## src/rtl/fb_buffer_ctl.sv

```systemverilog
`default_nettype none
// ============================================================================
//  Module      : fb_buffer_ctl
//  Description : Double-buffer controller for the framebuffer RAM pair (A/B).
//                Display reads one buffer while the drawer fills and clears
//                the other; buffers swap only in vertical blanking.
//  Revision    : 1.0  initial release
// ============================================================================
module fb_buffer_ctl #(
    parameter int                ADDR_W      = 18,
    parameter int                DATA_W      = 8,
    parameter int                FB_DEPTH    = 76800,
    parameter logic [DATA_W-1:0] CLEAR_COLOR = '0
) (
    input  logic              SYS_CLK,
    input  logic              RESET_N,
    input  logic              vblank_start,
    input  logic [ADDR_W-1:0] rd_addr,
    output logic [DATA_W-1:0] rd_data,
    input  logic              wr_req,
    input  logic [ADDR_W-1:0] wr_addr,
    input  logic [DATA_W-1:0] wr_data,
    output logic              wr_ready,
    input  logic              frame_done,
    output logic              frame_num,
    output logic              clearing,
    output logic              swap_done,
    output logic [ADDR_W-1:0] fbA_addr,
    output logic [ADDR_W-1:0] fbB_addr,
    output logic [DATA_W-1:0] fbA_data,
    output logic [DATA_W-1:0] fbB_data,
    output logic              fbA_wren,
    output logic              fbB_wren,
    input  logic [DATA_W-1:0] fbA_q,
    input  logic [DATA_W-1:0] fbB_q
);

    typedef enum logic [1:0] {
        S_CLEAR    = 2'd0,
        S_DRAW     = 2'd1,
        S_WAIT_VBL = 2'd2,
        S_SWAP     = 2'd3
    } state_t;

    localparam logic [ADDR_W-1:0] c_last_addr = ADDR_W'(FB_DEPTH - 1);

    state_t            r_state;
    logic [ADDR_W-1:0] r_clr_cnt;
    logic              r_frame_num;
    logic              r_rd_sel;
    logic              r_wr_ready;
    logic              r_clearing;
    logic              r_swap_done;

    logic [ADDR_W-1:0] w_draw_addr;
    logic [DATA_W-1:0] w_draw_data;
    logic              w_draw_wren;
    logic              w_wren;

    // Status outputs are registered alongside the state so they change with it.
    always_ff @(posedge SYS_CLK or negedge RESET_N) begin
        if (!RESET_N) begin
            r_state     <= S_CLEAR;
            r_clr_cnt   <= '0;
            r_frame_num <= 1'b0;
            r_rd_sel    <= 1'b0;
            r_wr_ready  <= 1'b0;
            r_clearing  <= 1'b1;
            r_swap_done <= 1'b0;
        end else begin
            r_rd_sel    <= r_frame_num;
            r_swap_done <= 1'b0;
            case (r_state)
                S_CLEAR: begin
                    if (r_clr_cnt == c_last_addr) begin
                        r_state    <= S_DRAW;
                        r_clr_cnt  <= '0;
                        r_clearing <= 1'b0;
                        r_wr_ready <= 1'b1;
                    end else begin
                        r_clr_cnt <= r_clr_cnt + 1'b1;
                    end
                end
                S_DRAW: begin
                    if (frame_done) begin
                        r_state    <= S_WAIT_VBL;
                        r_wr_ready <= 1'b0;
                    end
                end
                S_WAIT_VBL: begin
                    if (vblank_start) begin
                        r_state     <= S_SWAP;
                        r_frame_num <= ~r_frame_num;
                        r_swap_done <= 1'b1;
                    end
                end
                S_SWAP: begin
                    r_state    <= S_CLEAR;
                    r_clearing <= 1'b1;
                end
                default: begin
                    r_state <= S_CLEAR;
                end
            endcase
        end
    end

    always_comb begin
        w_draw_addr = wr_addr;
        w_draw_data = wr_data;
        w_draw_wren = 1'b0;
        case (r_state)
            S_CLEAR: begin
                w_draw_addr = r_clr_cnt;
                w_draw_data = CLEAR_COLOR;
                w_draw_wren = 1'b1;
            end
            S_DRAW: begin
                w_draw_wren = wr_req;
            end
            default: begin
                w_draw_wren = 1'b0;
            end
        endcase
    end

    // The reset state is CLEAR, so the strobe is gated to keep both RAMs quiet in reset.
    assign w_wren = w_draw_wren & RESET_N;

    assign fbA_addr = r_frame_num ? w_draw_addr : rd_addr;
    assign fbB_addr = r_frame_num ? rd_addr : w_draw_addr;
    assign fbA_data = w_draw_data;
    assign fbB_data = w_draw_data;
    assign fbA_wren = r_frame_num & w_wren;
    assign fbB_wren = ~r_frame_num & w_wren;

    // Select follows the buffer that was addressed, not the current frame_num.
    assign rd_data   = r_rd_sel ? fbB_q : fbA_q;
    assign frame_num = r_frame_num;
    assign wr_ready  = r_wr_ready;
    assign clearing  = r_clearing;
    assign swap_done = r_swap_done;

endmodule
`default_nettype wire

```

## config.mk

```make
export PLATFORM = sky130hd
export DESIGN_NAME = fb_buffer_ctl
export DESIGN_NICKNAME = d
export VERILOG_FILES = /design/src/rtl/fb_buffer_ctl.sv
export SDC_FILE = /design/constraint.sdc
export NUM_CORES = 1
export LEC_CHECK = 0
export ABC_AREA = 1
export ABC_CLOCK_PERIOD_IN_PS = 2200
export BUFFER_PORTS_ARGS = -buffer_cell sky130_fd_sc_hd__buf_4
export CAP_MARGIN = 20
export CORE_UTILIZATION = 40
export DETAILED_ROUTE_END_ITERATION = 10
export PLACE_DENSITY_LB_ADDON = 0.3
export SETUP_SLACK_MARGIN = 0.1
export SKIP_LAST_GASP = 1
export SLEW_MARGIN = 20
export SYNTH_ARGS = -nofsm -noshare
export SYNTH_HDL_FRONTEND = slang
export SYNTH_SLANG_ARGS = --single-unit
```

## constraint.sdc

```tcl
create_clock -name SYS_CLK -period 2.2 [get_ports SYS_CLK]
set_clock_uncertainty 0.2 [all_clocks]
set_input_delay 0.44 -clock SYS_CLK [delete_from_list [all_inputs] [get_ports SYS_CLK]]
set_output_delay 0.44 -clock SYS_CLK [all_outputs]
set_load 0.1 [all_outputs]
```

==> run_results.csv, run 1 <==
group,metric,value,unit
synth,synth-xor-area-share,2.86,%
worst_hold_path,min_path_type,"in -> reg",
cts,clkTransAtPathRegs,0.11,ns
synth,synth-seq-area-share,29.2,%
finish,final_core_util,92.2,%
place,gp_congestion,0.890,
die,die_area,0.00566,mm2
synth,synth_commonest_cells,"90 x nand2_1, 55 x o21ai_0, 41 x inv_1",
critical_path,critical_path_class,"reg -> out",
synth,ys_types,30,
synth,synth_nets,399,
synth,synth-seq-cells,25,
critical_path,crit_path_max_fanout,9,
critical_path,cp.required,1.56,ns
synth,synth.largest_area_cell,"dfrtp_1",
die,ios,131,
power_and_ir_drop,p_per_area,263,mW/mm2
die,die_h,75.2,um
run_status,status,"finished, violations left",
die,start_util,41.7,%
power_and_ir_drop,max-vdd-ir-drop,582,uV
synth,syn_inst,329,
global_routing,gr-total-overflow,0,
critical_path,cp.arrival,1.88,ns
finish,fill_cells,163,
synth,synth-main-ff-cell,"dfrtp_1",
sta,fin_crit,2.52,ns
sta,rsz0062_at_grt,"true",
sta,maxSlewHeadroom,69.5,%
synth,syn_area,0.00214,mm2
power_and_ir_drop,leakagePower,2.19,nW
die,std_cell_rows,26,
detailed_routing,routed_wl,13500,um
place,io_buffers,130,
sta,fmax,396,MHz
detailed_routing,wire_per_inst,25.3,um
cts,cts_tree,"yes",
global_routing,grt_pass1_wl,16600,um
cts,clock_latency,0.29,ns
finish,layout-drive-gt1-share,57.2,%
detailed_routing,vias,3349,
finish,nets,534,
cts,root_buffer,"clkbuf_8",
synth,synth_top_family_by_area,"simple AND/OR/NAND/NOR gates",
critical_path,reg2regPathDepth,11,
synth,synthAdderAreaFrac,2.92,%
synth,synthTopCellsByArea,"dfrtp_1 28%, nand2_1 16%, o21ai_0 13%",
place,dp_slack,-0.151,ns
synth,synth_edf_count,0,
critical_path,timing.rr.end,"r_clr_cnt[16]$_DFFE_PN0P_",
synth,yosysTopAreaCellShare,28.0,%
detailed_routing,vias_per_cell,6.28,
place,post-dp-hpwl,6340,um
critical_path,r2r-start,"r_state[1]$_DFFE_PN0P_",
critical_path,crit_path_start,"r_state[1]$_DFFE_PN0P_",
synth,async_flop_share,100,%
synth,synthMuxAreaShare,5.60,%
synth,synth_warnings,0,
synth,yosys.cell_count.top_type,"nand2_1",
sta,hold_viol_final,0,
cts,numClockSinks,25,
sta,finalCritPeriodShare,115,%
finish,antenna_cells,0,
critical_path,worst_setup_path_end_kind,"output pin",
critical_path,r2r_setup_slack,-0.19,ns
worst_hold_path,hold_path.startpoint,"vblank_start",
global_routing,antenna_found_initial,0,
detailed_routing,ant_nets,0,
cts,cts_max_level,1,
sta,slew_violations,0,
sta,worst_slack,-0.325,ns
detailed_routing,drtIter0Drc,397,
detailed_routing,dr.pass1.iters,6,
sta,worstMarginPinSlew,0.454,ns
synth,synth_compound_area_share,14.4,%
finish,area_growth,121,%
global_routing,grt_max_degree,40,
flow_run,cap_violations,0,
die,die_x,75.2,um
detailed_routing,drt_drc_violations_left,0,
synth,avgSynthCellArea,6.52,um2
die,core_area,0.00514,mm2
cts,cts_buffer_depth,2,
critical_path,crit_path_end,"fbA_addr[8]",
critical_path,worstSetupStartpointType,"register",
global_routing,grt.total_usage,41.0,%
global_routing,grt_pass1_vias,3136,
sta,setup_viol,66,
run_status,violations,"setup timing",
cts,cts_buffers,3,
synth,synth-simple-area-share,31.3,%
-- layout by cell type (no fill, tap or decap), types with 3 or more instances in the layout --
master,netlist,layout
nor2_4,2,12
o21ai_0,55,6
mux2_2,8,8
inv_2,4,5
nand3_2,3,3
nor2_1,32,21
ha_1,5,3
inv_1,41,38
o21ai_4,0,42
nand2_4,1,9
nand4_1,5,5
buf_4,8,91
xor2_1,7,7
nand2_1,90,75
clkbuf_8,0,3
nand2_2,4,11
dfrtp_1,24,22
nor3_1,5,5
nand3_1,9,9
o21ai_2,0,7
buf_12,0,56
-- cell families after synthesis --
family / Yosys count
muxes: 11
xor gates and xnor gates: 7
adders and majority gates: 5
DFF: 25
and+or+nand+nor: 154
AOI/OAI and AO/OA: 60
buffers and inverters: 67
-- per-stage QoR --
stage               hold WS [ns]  instance area [um2]  TNS (ns)  power, mW  std cells
floorplan                -0.0556                 2940     -3.72      0.722        329
global placement           0.261                 3820    -0.571      0.865        522
detailed placement         0.259                 3820     -2.25      0.871        522
CTS                        0.195                 4620     -3.68       1.21        531
global route               0.209                 4740    -16.13       1.27        533
finish                     0.179                 4740    -13.84       1.24        533
-- critical path, stage by stage (launching register included) --
cell	delay, ns
dfrtp_1	0.42
inv_2	0.11
ha_4	0.26
buf_4	0.22
o21ai_2	0.15
o21ai_4	0.23
buf_12	0.20
-- sequential cells by signal (all words and copies together), names as in the netlist --
signal and cells:
clearing 1, wr_ready 1, r_clr_cnt 18, r_rd_sel 1, r_state 2, frame_num 1, swap_done 1
-- where the power goes --
part           total [mW]  internal [mW]  switching (mW)  leakage (nW)
registers           0.459          0.459               0         0.315
logic               0.483          0.180           0.303          1.86
clock network       0.302          0.131           0.171        0.0228
total                1.24          0.769           0.475          2.19
-- per-layer routing --
| layer | global-route usage [%] | routed length (um) | vias to the layer above |
|---|---|---|---|
| li1 | - | - | 1304 |
| met1 | 43.0 | 4410 | 1542 |
| met2 | 70.2 | 6160 | 355 |
| met3 | 13.0 | 1640 | 148 |
| met4 | 28.2 | 1260 | 0 |
| met5 | 0 | 0 | - |
-- worst min path at each step --
stage | endpoint | slack (ns) | cells past startpoint
5_1_grt | swap_done$_DFF_PN0_ | 0.21 | 3
3_3_place_gp | clearing$_DFFE_PN1P_ | 0.26 | 2
6_report | swap_done$_DFF_PN0_ | 0.18 | 3
2_1_floorplan | r_clr_cnt[0]$_DFFE_PN0P_ | -0.06 | 0
4_1_cts | swap_done$_DFF_PN0_ | 0.20 | 3
3_5_place_dp | clearing$_DFFE_PN1P_ | 0.26 | 2
-- final cells by class --
class	instances	area, um2	area share, %
Timing Repair Buffer	152	1870	39.4
Inverter	45	174	3.67
Tap cell	70	87.6	1.85
Multi-Input combinational cell	237	1930	40.8
Clock buffer	4	45.0	0.951
Sequential cell	25	632	13.3
-- repair_timing --
item | in CTS | in global routing
endpoints found under the hold margin | 24 | 0
hold buffers | 1 | 0
pin swaps | 11 | 8
buffers inserted | 5 | 2
endpoints found under the setup margin | 69 | 67
gates resized for setup | 174 | 24
Note: power is estimated with default switching activity, not from simulation.
==> inputs of run 2 (changes only) <==
--- a/config.mk
+++ b/config.mk
@@ -12,6 +12,7 @@
 export CORE_UTILIZATION = 40
 export DETAILED_ROUTE_END_ITERATION = 10
 export PLACE_DENSITY_LB_ADDON = 0.3
+export RECOVER_POWER = 100
 export SETUP_SLACK_MARGIN = 0.1
 export SKIP_LAST_GASP = 1
 export SLEW_MARGIN = 20
==> run 2 against run 1 <==
Compared with the run above:
- the flow still finishes with violations (setup timing)
- core utilization down 0.12 points
- register-to-register slack worse by 0.03 ns
- sequential power about the same
- critical endpoint unchanged
- largest power group unchanged
==> run_results.csv, run 2 (synthesized netlist as in run 1, its figures left out) <==
group,metric,value,unit
run_status,status,"finished, violations left",
run_status,violations,"setup timing",
sta,worst_slack,-0.343,ns
critical_path,crit_path_start,"r_state[0]$_DFFE_PN0P_",
critical_path,r2r-start,"r_state[0]$_DFFE_PN0P_",
place,dp_cells,522,
sta,setup_viol,67,
flow_run,cap_violations,0,
place,dp_slack,-0.151,ns
die,die_area,0.00566,mm2
die,die_h,75.2,um
finish,layout-drive-gt1-share,57.0,%
die,die_x,75.2,um
global_routing,gr-total-overflow,0,
sta,fmax,393,MHz
worst_hold_path,hold_depth,3,
die,std_cell_rows,26,
cts,numClockSinks,25,
detailed_routing,dr.pass1.iters,7,
sta,maxSlewHeadroom,54.6,%
sta,rsz0062_at_grt,"true",
global_routing,grt_pass1_vias,3136,
critical_path,crit_path_max_fanout,9,
cts,cts_tree,"yes",
global_routing,grt_pass1_wl,16600,um
critical_path,timing.rr.end,"r_clr_cnt[16]$_DFFE_PN0P_",
detailed_routing,vias_per_cell,6.24,
finish,multi_input_area,0.00193,mm2
critical_path,cp.arrival,1.90,ns
die,ios,131,
finish,area_growth,121,%
sta,fin_crit,2.54,ns
power_and_ir_drop,max-vdd-ir-drop,584,uV
worst_hold_path,hold_path.startpoint,"vblank_start",
global_routing,antenna_found_initial,0,
critical_path,r2r_setup_slack,-0.22,ns
sta,hold_viol_final,0,
cts,root_buffer,"clkbuf_8",
critical_path,cp.required,1.56,ns
power_and_ir_drop,p_per_area,263,mW/mm2
detailed_routing,routed_wl,13500,um
finish,register_area,632,um2
worst_hold_path,holdPathEnd,"swap_done$_DFF_PN0_",
detailed_routing,ant_nets,0,
finish,fin_cells,533,
die,core_area,0.00514,mm2
critical_path,worstSetupStartpointType,"register",
worst_hold_path,min_path_type,"in -> reg",
finish,registers.top_by_ff_count,"r_clr_cnt",
global_routing,grt_max_degree,40,
critical_path,reg2regPathDepth,11,
place,gp_congestion,0.890,
finish,largest_reg_flops,18,
detailed_routing,drtIter0Drc,396,
die,start_util,41.7,%
critical_path,critical_path_class,"reg -> out",
cts,cts_max_level,1,
finish,final_cell_mix,"89 x buf_4, 75 x nand2_1, 56 x buf_12, 42 x o21ai_4, 38 x inv_1",
place,placed_area,0.00382,mm2
power_and_ir_drop,fin_total_pwr,1.24,mW
sta,whs,0.179,ns
cts,clock_latency,0.29,ns
detailed_routing,drt_drc_violations_left,0,
detailed_routing,wire_per_inst,25.3,um
place,io_buffers,130,
finish,fill_cells,163,
sta,worstMarginPinSlew,0.681,ns
sta,slew_violations,0,
global_routing,grt.total_usage,41.0,%
place,post-dp-hpwl,6340,um
finish,final_cell_area,0.00473,mm2
cts,clkTransAtPathRegs,0.11,ns
finish,reg.largest.list,"r_clr_cnt (18), r_state (2)",
finish,antenna_cells,0,
critical_path,worst_setup_path_end_kind,"output pin",
finish,final_common_cell,"buf_4",
power_and_ir_drop,leakagePower,2.19,nW
sta,finalCritPeriodShare,116,%
cts,cts_buffers,3,
cts,cts_buffer_depth,2,
finish,nets,534,
detailed_routing,vias,3324,
==> run 2: changes by cell type in the layout (fill, tap and decap cells not counted), sizes merged <==
| cell | delta |
|---|---|
| buf | -2 |
| clkbuf | +2 |
==> run 2: layout make-up <==
class,count,area share [%]
Clock buffer,4,0.952
Multi-Input combinational cell,237,40.8
Tap cell,70,1.85
Inverter,45,3.68
Timing Repair Buffer,152,39.3
Sequential cell,25,13.4
==> run 2: through the flow <==
step,setup TNS [ns],utilization (%)
finish,-14.65,92.0
global placement,-0.571,74.2
global route,-16.14,92.0
detailed placement,-2.25,74.2
floorplan,-3.72,-
CTS,-3.68,89.8
==> run 2: report_power, final <==
| group | total (mW) | switching, mW | internal, mW |
|---|---|---|---|
| logic | 0.481 | 0.303 | 0.178 |
| clock network | 0.302 | 0.172 | 0.131 |
| registers | 0.459 | 0 | 0.459 |
==> run 2: how the worst max path moves through the flow <==
stage                              end  slack (ns)  depth (start not counted)
final                      fbA_addr[8]       -0.34                          6
after global routing       fbA_addr[8]       -0.39                          7
after CTS                 fbB_addr[16]       -0.15                          5
after detailed placement   fbB_addr[9]       -0.15                          5
after global placement     fbA_addr[9]       -0.04                          5
after floorplan            fbB_data[0]       -0.13                          6
==> run 2: worst max-delay path: stages (launching register included) <==
cell	delay, ns
dfrtp_1	0.41
inv_2	0.12
ha_4	0.26
buf_4	0.23
o21ai_2	0.15
o21ai_4	0.23
buf_12	0.20
==> run 2: routing by layer <==
| layer | track usage, % | up-vias | share of wire, % |
|---|---|---|---|
| met5 | 0 | - | 0 |
| met1 | 43.0 | 1523 | 32 |
| met3 | 13.0 | 135 | 13 |
| li1 | - | 1308 | - |
| met4 | 28.2 | 0 | 9.4 |
| met2 | 70.2 | 358 | 46 |
==> run 2: what timing repair did <==
item	4_1_cts	5_1_grt
resized for setup	174	24
endpoints found under the hold margin	24	0
setup endpoints to repair	69	67
hold buffers	1	0
pin swaps	11	8
setup buffers	5	2
==> inputs of run 3 (changes only) <==
--- a/config.mk
+++ b/config.mk
@@ -6,9 +6,10 @@
 export NUM_CORES = 1
 export LEC_CHECK = 0
 export ABC_AREA = 1
-export ABC_CLOCK_PERIOD_IN_PS = 2200
+export ABC_CLOCK_PERIOD_IN_PS = 2500
 export BUFFER_PORTS_ARGS = -buffer_cell sky130_fd_sc_hd__buf_4
 export CAP_MARGIN = 20
+export CORE_MARGIN = 4
 export CORE_UTILIZATION = 40
 export DETAILED_ROUTE_END_ITERATION = 10
 export PLACE_DENSITY_LB_ADDON = 0.3
==> constraint.sdc (replaced) <==
create_clock -name SYS_CLK -period 2.5 [get_ports SYS_CLK]
set_clock_uncertainty 0.2 [all_clocks]
set_input_delay 0.5 -clock SYS_CLK [delete_from_list [all_inputs] [get_ports SYS_CLK]]
set_output_delay 0.5 -clock SYS_CLK [all_outputs]
set_load 0.1 [all_outputs]
==> run 3 against run 2 <==
Compared with the run above:
- the run still ends with setup timing left
- core utilization down 7.7 points
- first-iteration DRC count down 68%
- die area up 17%
==> run_results.csv, run 3 (synthesized netlist as in run 1, its figures left out) <==
group,metric,value,unit
die,die_area,0.00660,mm2
global_routing,grt_pass1_wl,12600,um
cts,cts_buffer_depth,2,
finish,nets,523,
cts,cts_buffers,3,
critical_path,crit_path_max_fanout,7,
sta,worstMarginPinSlew,1.41,ns
critical_path,cp.arrival,1.80,ns
finish,reg.largest.list,"r_clr_cnt (18), r_state (2)",
detailed_routing,ant_nets,0,
finish,fill_cells,288,
detailed_routing,wire_per_inst,18.2,um
finish,area_growth,102,%
sta,finalCritPeriodShare,100,%
critical_path,critical_path_class,"reg -> out",
sta,hold_viol_final,0,
finish,final_cell_mix,"86 x buf_4, 83 x nand2_1, 39 x o21ai_4, 38 x inv_1, 35 x buf_12",
die,die_h,81.2,um
cts,clkTransAtPathRegs,0.08,ns
die,die_x,81.2,um
place,gp_congestion,0.835,
cts,root_buffer,"clkbuf_8",
sta,worst_slack,-0.000378,ns
global_routing,antenna_found_initial,0,
detailed_routing,routed_wl,9480,um
sta,rsz0062_at_grt,"true",
critical_path,worst_setup_path_end_kind,"output pin",
cts,numClockSinks,25,
detailed_routing,vias_per_cell,5.40,
sta,setup_viol,1,
die,start_util,41.7,%
power_and_ir_drop,leakagePower,2.07,nW
place,post-dp-hpwl,5950,um
die,std_cell_rows,26,
flow_run,cap_violations,0,
worst_hold_path,min_path_type,"in -> reg",
run_status,violations,"setup timing",
global_routing,gr-total-overflow,0,
detailed_routing,vias,2820,
finish,final_core_util,84.3,%
sta,slew_violations,0,
power_and_ir_drop,p_per_area,242,mW/mm2
critical_path,worstSetupStartpointType,"register",
detailed_routing,drtIter0Drc,126,
global_routing,grt_pass1_vias,2726,
finish,registers.top_by_ff_count,"r_clr_cnt",
finish,final_cell_area,0.00433,mm2
place,placed_area,0.00371,mm2
place,io_buffers,130,
cts,cts_max_level,1,
die,core_area,0.00514,mm2
finish,final_common_cell,"buf_4",
detailed_routing,dr.pass1.iters,4,
critical_path,cp.required,1.80,ns
finish,layout-drive-gt1-share,53.3,%
die,ios,131,
power_and_ir_drop,max-vdd-ir-drop,297,uV
run_status,status,"finished, violations left",
sta,fin_crit,2.50,ns
cts,cts_tree,"yes",
cts,clock_latency,0.28,ns
sta,maxSlewHeadroom,6.30,%
finish,largest_reg_flops,18,
cts,hold_buffers,0,
finish,antenna_cells,0,
global_routing,grt.total_usage,24.7,%
global_routing,grt_max_degree,40,
sta,fmax,400,MHz
detailed_routing,drt_drc_violations_left,0,
==> run 3: final timing paths <==
check / slack [ns] / end / depth (start not counted) / from
max: -0.0004 / fbA_addr[4] / 7 / r_state[0]$_DFFE_PN0P_
min: 0.28 / swap_done$_DFF_PN0_ / 3 / vblank_start
max reg2reg: 0.50 / r_clr_cnt[7]$_DFFE_PN0P_ / 8 / r_state[0]$_DFFE_PN0P_
min reg2reg: 0.28 / clearing$_DFFE_PN1P_ / 2 / clearing$_DFFE_PN1P_
max in group asynchronous: 0.60 / frame_num$_DFFE_PN0P_ / 2 / RESET_N
min in group asynchronous: 0.51 / r_clr_cnt[9]$_DFFE_PN0P_ / 2 / RESET_N
==> run 3: timing repair <==
item,4_1_cts,5_1_grt
hold endpoints to repair,0,0
setup buffers,2,0
setup endpoints to repair,54,54
gates resized for setup,61,80
pin swaps,7,3
==> run 3: final cells by class <==
| cell class | instances | area (um2) | area share [%] |
|---|---|---|---|
| tap | 70 | 87.6 | 2.02 |
| inverter | 45 | 171 | 3.95 |
| clock buffer | 4 | 45.0 | 1.04 |
| timing repair buffer | 141 | 1560 | 36.1 |
| sequential | 25 | 631 | 14.5 |
| multi-input combinational | 237 | 1840 | 42.3 |
==> run 3: power breakdown <==
group | switching (mW) | internal [mW] | total, mW
Combinational | 0.249 | 0.149 | 0.398
Sequential | 0 | 0.404 | 0.404
Clock | 0.133 | 0.114 | 0.247
Total | 0.382 | 0.667 | 1.05
==> run 3: stage by stage <==
stage	setup TNS, ns	total power [mW]	hold slack [ns]	std cells	setup WS [ns]
after floorplan	0	0.632	0.00441	329	0.0652
after CTS	0	1.02	0.0237	522	0.0560
after global routing	-0.285	1.08	0.278	522	-0.0593
final	-0.000378	1.05	0.276	522	-0.000378
after global placement	0	0.756	0.261	516	0.126
after detailed placement	0	0.761	0.267	516	0.0848
==> run 3: critical path, stage by stage, from the launching register on <==
cell and delay [ns]:
dfrtp_1 0.41, inv_2 0.09, ha_4 0.20, buf_6 0.15, mux2i_2 0.25, buf_4 0.18
o21ai_4 0.07, buf_12 0.17
==> run 3: layer usage <==
layer | track usage, % | wire length [um] | vias to the layer above
li1 | - | - | 1284
met1 | 24.7 | 2940 | 1344
met2 | 48.9 | 5320 | 150
met3 | 5.10 | 697 | 42
met4 | 9.63 | 527 | 0
met5 | 0 | 0 | -
